<file path="src/rtl/parser_pkg.sv">
// Shared types and width helpers for the parser ingress arbiter.
package parser_pkg;

    typedef enum logic [1:0] {
        ARB_IDLE,
        ARB_XFER,
        ARB_FLUSH
    } arb_state_t;

    localparam int PKT_CNT_W   = 32;
    localparam int ABORT_CNT_W = 16;

    function automatic int idx_width(input int data_width);
        return $clog2(data_width / 8 + 1);
    endfunction

    function automatic int port_width(input int num_ports);
        return (num_ports > 1) ? $clog2(num_ports) : 1;
    endfunction

    function automatic int cnt_width(input int max_beats);
        return $clog2(max_beats + 1);
    endfunction

endpackage

</file>
<file path="src/rtl/parser_ingress_arbiter_rr_pick.sv">
// Combinational round-robin selector: first requester found scanning from ptr upward, wrapping.
module rr_pick
    import parser_pkg::*;
#(
    parameter int NUM_PORTS = 2,
    parameter int PW        = 1
) (
    input  logic [NUM_PORTS-1:0] req,
    input  logic [PW-1:0]        ptr,
    output logic [PW-1:0]        gnt_idx,
    output logic                 any
);

    logic found;
    int   cand;

    always_comb begin
        gnt_idx = '0;
        found   = 1'b0;
        cand    = 0;
        for (int i = 0; i < NUM_PORTS; i++) begin
            cand = int'(ptr) + i;
            if (cand >= NUM_PORTS) cand = cand - NUM_PORTS;
            if (!found && req[cand]) begin
                found   = 1'b1;
                gnt_idx = PW'(cand);
            end
        end
    end

    assign any = |req;

endmodule

</file>
<file path="src/rtl/parser_ingress_arbiter.sv">
// Packet-granular round-robin arbiter feeding the shared parser chain.
// Optional per-port packet/abort counters are enabled with PARSER_ARB_STATS_EN.
module parser_ingress_arbiter
    import parser_pkg::*;
#(
    parameter int  DATA_WIDTH = 64,
    parameter int  NUM_PORTS  = 2,
    parameter int  MAX_BEATS  = 192,
    localparam int IDXW       = idx_width(DATA_WIDTH),
    localparam int PW         = port_width(NUM_PORTS),
    localparam int BCW        = cnt_width(MAX_BEATS)
) (
    input  logic                            clk,
    input  logic                            rst_n,
    input  logic [NUM_PORTS*DATA_WIDTH-1:0] s_tdata,
    input  logic [NUM_PORTS*IDXW-1:0]       s_idx,
    input  logic [NUM_PORTS-1:0]            s_valid,
    input  logic [NUM_PORTS-1:0]            s_last,
    output logic [NUM_PORTS-1:0]            s_ready,
    output logic [DATA_WIDTH-1:0]           m_tdata,
    output logic [IDXW-1:0]                 m_idx,
    output logic                            m_valid,
    output logic                            m_last,
    output logic                            m_sop,
    output logic [PW-1:0]                   m_port,
    input  logic                            m_ready,
    output logic                            abort,
    output logic                            busy
`ifdef PARSER_ARB_STATS_EN
    ,
    output logic [NUM_PORTS*PKT_CNT_W-1:0]   pkt_cnt,
    output logic [NUM_PORTS*ABORT_CNT_W-1:0] abort_cnt
`endif
);

    typedef struct packed {
        logic [DATA_WIDTH-1:0] data;
        logic [IDXW-1:0]       idx;
        logic                  last;
    } beat_t;

    arb_state_t     state, state_nx;
    logic [PW-1:0]  grant, rr_ptr, pick_idx, grant_inc;
    logic           pick_any;
    logic [BCW-1:0] beat_cnt;
    beat_t          sel;
    logic           sel_valid, load_en, accept, at_max;
    logic           xfer_acc, trunc, done;

    rr_pick #(
        .NUM_PORTS (NUM_PORTS),
        .PW        (PW)
    ) u_pick (
        .req     (s_valid),
        .ptr     (rr_ptr),
        .gnt_idx (pick_idx),
        .any     (pick_any)
    );

    always_comb begin
        sel.data  = s_tdata[int'(grant)*DATA_WIDTH +: DATA_WIDTH];
        sel.idx   = s_idx[int'(grant)*IDXW +: IDXW];
        sel.last  = s_last[grant];
        sel_valid = s_valid[grant];
    end

    assign load_en   = !m_valid || m_ready;
    assign at_max    = (beat_cnt == BCW'(MAX_BEATS - 1));
    assign grant_inc = (grant == PW'(NUM_PORTS - 1)) ? '0 : grant + 1'b1;
    assign busy      = (state != ARB_IDLE);

    always_comb begin
        state_nx = state;
        s_ready  = '0;
        accept   = 1'b0;
        case (state)
            ARB_IDLE: begin
                if (pick_any) state_nx = ARB_XFER;
            end
            ARB_XFER: begin
                s_ready[grant] = load_en;
                accept         = sel_valid && load_en;
                if (accept) begin
                    if (sel.last)    state_nx = ARB_IDLE;
                    else if (at_max) state_nx = ARB_FLUSH;
                end
            end
            ARB_FLUSH: begin
                // Drain the runaway packet without touching the output register.
                s_ready[grant] = 1'b1;
                accept         = sel_valid;
                if (accept && sel.last) state_nx = ARB_IDLE;
            end
            default: state_nx = ARB_IDLE;
        endcase
    end

    assign xfer_acc = (state == ARB_XFER) && accept;
    assign trunc    = xfer_acc && !sel.last && at_max;
    assign done     = accept && sel.last;

    always_ff @(posedge clk or negedge rst_n) begin
        if (!rst_n) begin
            state    <= ARB_IDLE;
            grant    <= '0;
            rr_ptr   <= '0;
            beat_cnt <= '0;
        end else begin
            state <= state_nx;
            if (state == ARB_IDLE && pick_any) grant <= pick_idx;
            if (done) begin
                rr_ptr   <= grant_inc;
                beat_cnt <= '0;
            end else if (trunc) begin
                beat_cnt <= '0;
            end else if (xfer_acc) begin
                beat_cnt <= beat_cnt + 1'b1;
            end
        end
    end

    // Output stage: one register slice toward the eth parser.
    always_ff @(posedge clk or negedge rst_n) begin
        if (!rst_n) begin
            m_tdata <= '0;
            m_idx   <= '0;
            m_valid <= 1'b0;
            m_last  <= 1'b0;
            m_sop   <= 1'b0;
            m_port  <= '0;
            abort   <= 1'b0;
        end else begin
            abort <= trunc;
            if (load_en) begin
                m_valid <= xfer_acc;
                if (xfer_acc) begin
                    m_tdata <= sel.data;
                    m_idx   <= sel.idx;
                    m_last  <= sel.last || at_max;
                    m_sop   <= (beat_cnt == '0);
                    m_port  <= grant;
                end
            end
        end
    end

`ifdef PARSER_ARB_STATS_EN
    function automatic logic [PKT_CNT_W-1:0] sat_inc_pkt(input logic [PKT_CNT_W-1:0] v);
        return (&v) ? v : v + 1'b1;
    endfunction

    function automatic logic [ABORT_CNT_W-1:0] sat_inc_abort(input logic [ABORT_CNT_W-1:0] v);
        return (&v) ? v : v + 1'b1;
    endfunction

    always_ff @(posedge clk or negedge rst_n) begin
        if (!rst_n) begin
            pkt_cnt   <= '0;
            abort_cnt <= '0;
        end else begin
            if (xfer_acc && sel.last)
                pkt_cnt[int'(grant)*PKT_CNT_W +: PKT_CNT_W] <=
                    sat_inc_pkt(pkt_cnt[int'(grant)*PKT_CNT_W +: PKT_CNT_W]);
            if (trunc)
                abort_cnt[int'(grant)*ABORT_CNT_W +: ABORT_CNT_W] <=
                    sat_inc_abort(abort_cnt[int'(grant)*ABORT_CNT_W +: ABORT_CNT_W]);
        end
    end
`endif

endmodule
</file>
<file path="config.mk">
export PLATFORM = sky130hd
export DESIGN_NAME = parser_ingress_arbiter
export DESIGN_NICKNAME = d
export VERILOG_FILES = /design/src/rtl/parser_pkg.sv /design/src/rtl/parser_ingress_arbiter_rr_pick.sv /design/src/rtl/parser_ingress_arbiter.sv
export SDC_FILE = /design/constraint.sdc
export NUM_CORES = 1
export LEC_CHECK = 0
export CELL_PAD_IN_SITES_DETAIL_PLACEMENT = 0
export CELL_PAD_IN_SITES_GLOBAL_PLACEMENT = 1
export CORE_MARGIN = 1
export CORE_UTILIZATION = 30
export DETAILED_ROUTE_END_ITERATION = 10
export PLACE_DENSITY = 0.86
export SETUP_SLACK_MARGIN = 0.02
export SYNTH_ARGS = -nofsm -noshare
export SYNTH_HDL_FRONTEND = slang
export SYNTH_SLANG_ARGS = --single-unit
</file>
<file path="constraint.sdc">
create_clock -name clk -period 2.4 [get_ports clk]
set_input_delay 0.36 -clock clk [delete_from_list [all_inputs] [get_ports clk]]
set_output_delay 0.36 -clock clk [all_outputs]
set_load 0.03 [all_outputs]
</file>
==> results.sh <==
export IMPL_hold_class="in -> async"
export IMPL_holdWs_ns=0.004056
export IMPL_coreArea_um2=14100
export IMPL_max_freq_mhz=463.6
export IMPL_syn_num_nets=557
export IMPL_ys_warn_count=0
export IMPL_nets=763
export IMPL_dieArea_um2=15120
export IMPL_cts_buffers=9
export IMPL_clk_latency_ns=0.33
export IMPL_hpwlAfterDp_um=8986
export IMPL_end_kind="primary output"
export IMPL_vdd_drop_max_uv=991.6
export IMPL_h_tree_depth=3
export IMPL_skew_ns=0.008027
export IMPL_drt_first_pass_iters=5
export IMPL_grt_pass1_vias=3682
export IMPL_ff2ff_path_depth=6
export IMPL_drive_gt1_frac=0.1258
export IMPL_p_per_area_nw_per_um2=1314
export IMPL_cts_sinks=85
export IMPL_pre_cts_slack_ns=0.2524
export IMPL_finalSetupViolations=0
export IMPL_cp_start_kind="flop"
export IMPL_clk_path_buf_depth=2
export IMPL_fin_setup_tns_ns=0
export IMPL_antenna_left=0
export IMPL_start_util=0.3114
export IMPL_worst_path_max_fanout=7
export IMPL_slowest_stage="ha_1"
export IMPL_vias_per_cell=4.769
export IMPL_tightest_slew_ns=0.6165
export IMPL_dieWidth_um=123.0
export IMPL_ys_seq_elements=85
export IMPL_cts_tree="yes"
export IMPL_required_ns=2.04
export IMPL_place_congestion=0.8165
export IMPL_hold_violations=0
export IMPL_synth_area_per_cell_um2=10.73
export IMPL_grt_max_degree=71
export IMPL_wl_per_cell_um=14.55
export IMPL_worst_ep_arrival_time_ns=1.80
export IMPL_fin_crit_sh=0.8988
export IMPL_drv_cap=0
export IMPL_cts_hold_buf=0
export IMPL_cp_common_cell="inv_1"
export IMPL_leakage_nw=2.914
export IMPL_critPathKind="reg -> out"
export IMPL_io_buffers=218
export IMPL_slew_viol_final=0
export IMPL_antenna_found_initial=0
export IMPL_yosysSeqAreaShare=0.4846
export IMPL_drc=0
export IMPL_finalWorstSetupSlack_ns=0.2428
export IMPL_status="finished clean"
export IMPL_synth_area_um2=4389
export IMPL_max_stage_delay_ns=0.41
export IMPL_cp_cell_sequence="inv_1 > ha_1 > inv_1 > nor3_1 > buf_4"
export IMPL_clk_pin_slew_worst_paths_ns=0.06
export IMPL_ioPinCount=219
export IMPL_root_buffer="clkbuf_16"
export IMPL_initialDrtViolationCount=200
export IMPL_grt_overflow=0
export IMPL_r2r_start="state[1]$_DFFE_PN0P_"
export IMPL_vias=3815
export IMPL_die_h_um=123.0
export IMPL_r2r_end="m_tdata[25]$_DFFE_PN0P_"
export IMPL_grtUsageTotal=0.1497
export IMPL_row_count=43
export IMPL_synth_cell_types=40
export IMPL_rsz0062_at_grt="no"
export IMPL_regToRegSetupSlack_ns=0.45
export IMPL_diodes=0
export IMPL_grt_pass1_wl_um=17580
export IMPL_syn_inst=409
export IMPL_slew_headroom=0.5890
export IMPL_finalWirelength_um=11640
export IMPL_min_period_ns=2.157
export IMPL_synthToLayoutAreaGrowth_pct=58.98
report_power, final:
part	switching, mW	total [mW]	internal [mW]	leakage [nW]
clock	0.529	1.44	0.906	0.153
combinational	2.96	5.20	2.24	1.80
sequential	0.433	2.53	2.10	0.960
total	3.92	9.17	5.25	2.91
cells by family after synthesis:
logic type / Yosys count / synth area share
compound gates: 98 / 0.1522
mux: 74 / 0.1713
simple gates: 110 / 0.1234
flops: 85 / 0.4846
buf+inv: 37 / 0.05416
fa+ha+maj: 5 / 0.01425
metrics by stage:
stage	power, mW	util	cells	area [um2]
3_3_place_gp	7.679	0.4730	784	6668
6_report	9.167	0.4950	800	6978
2_1_floorplan	5.900	-	409	4389
5_1_grt	9.750	0.4950	800	6978
3_5_place_dp	7.800	0.4730	784	6668
4_1_cts	9.281	0.4949	800	6975
area by class of cell:
cell class / count / area, um2
clock buffers: 11 / 232.7
clock inverters: 5 / 75.07
fillers: 1297 / 7118
inverters: 8 / 30.03
multi-input cells: 287 / 2027
flip-flops and latches: 85 / 2131
well taps: 180 / 225.2
repair buffers: 224 / 2257
critical path: cells and delay by family, from the launching register on:
kind / cells / cell delay, ns
adder cells (fa/ha/maj): 1 / 0.41
AND/OR/NAND/NOR: 1 / 0.25
buffers and inverters: 3 / 0.42
flip-flops: 1 / 0.38
cells in the mapped netlist (all sizes together):
master,instances,area share
a22o,1,0.0020
nor2,72,0.073
nand4,1,0.0014
dfrtp,85,0.48
nand4b,1,0.0020
a32oi,1,0.0020
buf,14,0.034
nor3,5,0.0057
and3,6,0.0086
ha,5,0.014
a211oi,1,0.0017
clkbuf,15,0.013
nor3b,1,0.0017
o21ai,2,0.0023
o2bb2ai,1,0.0020
a21oi,73,0.11
and3b,1,0.0020
nor4,4,0.0057
mux2,3,0.0094
o31ai,2,0.0034
a211o,3,0.0060
mux2i,71,0.16
o211ai,2,0.0034
nand2b,2,0.0029
a21o,2,0.0034
a31oi,4,0.0057
nand2,8,0.0068
and4b,1,0.0023
nand3,6,0.0068
o2111ai,2,0.0040
a32o,1,0.0023
and4,2,0.0046
inv,8,0.0068
o41ai,3,0.0060
flip-flops by register name, summed over array words and instances (netlist names):
register / flops
m_last: 1
beat_cnt: 8
abort: 1
grant: 1
m_idx: 4
rr_ptr: 1
m_valid: 1
m_sop: 1
m_tdata: 64
state: 2
m_port: 1
placed cells by master, fill, tap and decap left out, types with 5 or more instances in the layout:
cell and instances:
nor2_2 20, nor3_1 5, a21oi_1 44, buf_4 6, nand2_1 8, mux2i_1 71
a21oi_2 29, and3_1 6, clkdlybuf4s50_1 215, inv_1 8, nand3_1 6, clkbuf_16 9
dfrtp_1 84, nor2_1 52
worst max-delay path by stage:
| stage | from | end | slack [ns] | cells after the start |
|---|---|---|---|---|
| floorplan | state[1]$_DFFE_PN0P_ | s_ready[0] | 0.33 | 5 |
| global placement | s_valid[1] | m_tdata[17]$_DFFE_PN0P_ | 0.32 | 6 |
| detailed placement | s_valid[1] | m_tdata[26]$_DFFE_PN0P_ | 0.25 | 6 |
| CTS | state[1]$_DFFE_PN0P_ | s_ready[0] | 0.16 | 5 |
| global route | state[1]$_DFFE_PN0P_ | s_ready[0] | 0.11 | 5 |
| finish | state[1]$_DFFE_PN0P_ | s_ready[0] | 0.24 | 5 |
repair_timing:
action / CTS / global route
endpoints found under the setup margin: 0 / 1
resized for setup: 0 / 1
hold endpoints to repair: 0 / 0
setup buffers: 0 / 0
layer usage:
metal | up-vias | wire [um] | track usage | share of wire
met2 | 191 | 5498 | 0.2454 | 0.47
met1 | 1734 | 4912 | 0.1889 | 0.42
met5 | - | 0 | 0 | 0
met3 | 19 | 981 | 0.03229 | 0.084
li1 | 1871 | - | - | -
met4 | 0 | 246 | 0.06707 | 0.021
Note: power is estimated with default switching activity, not from simulation.
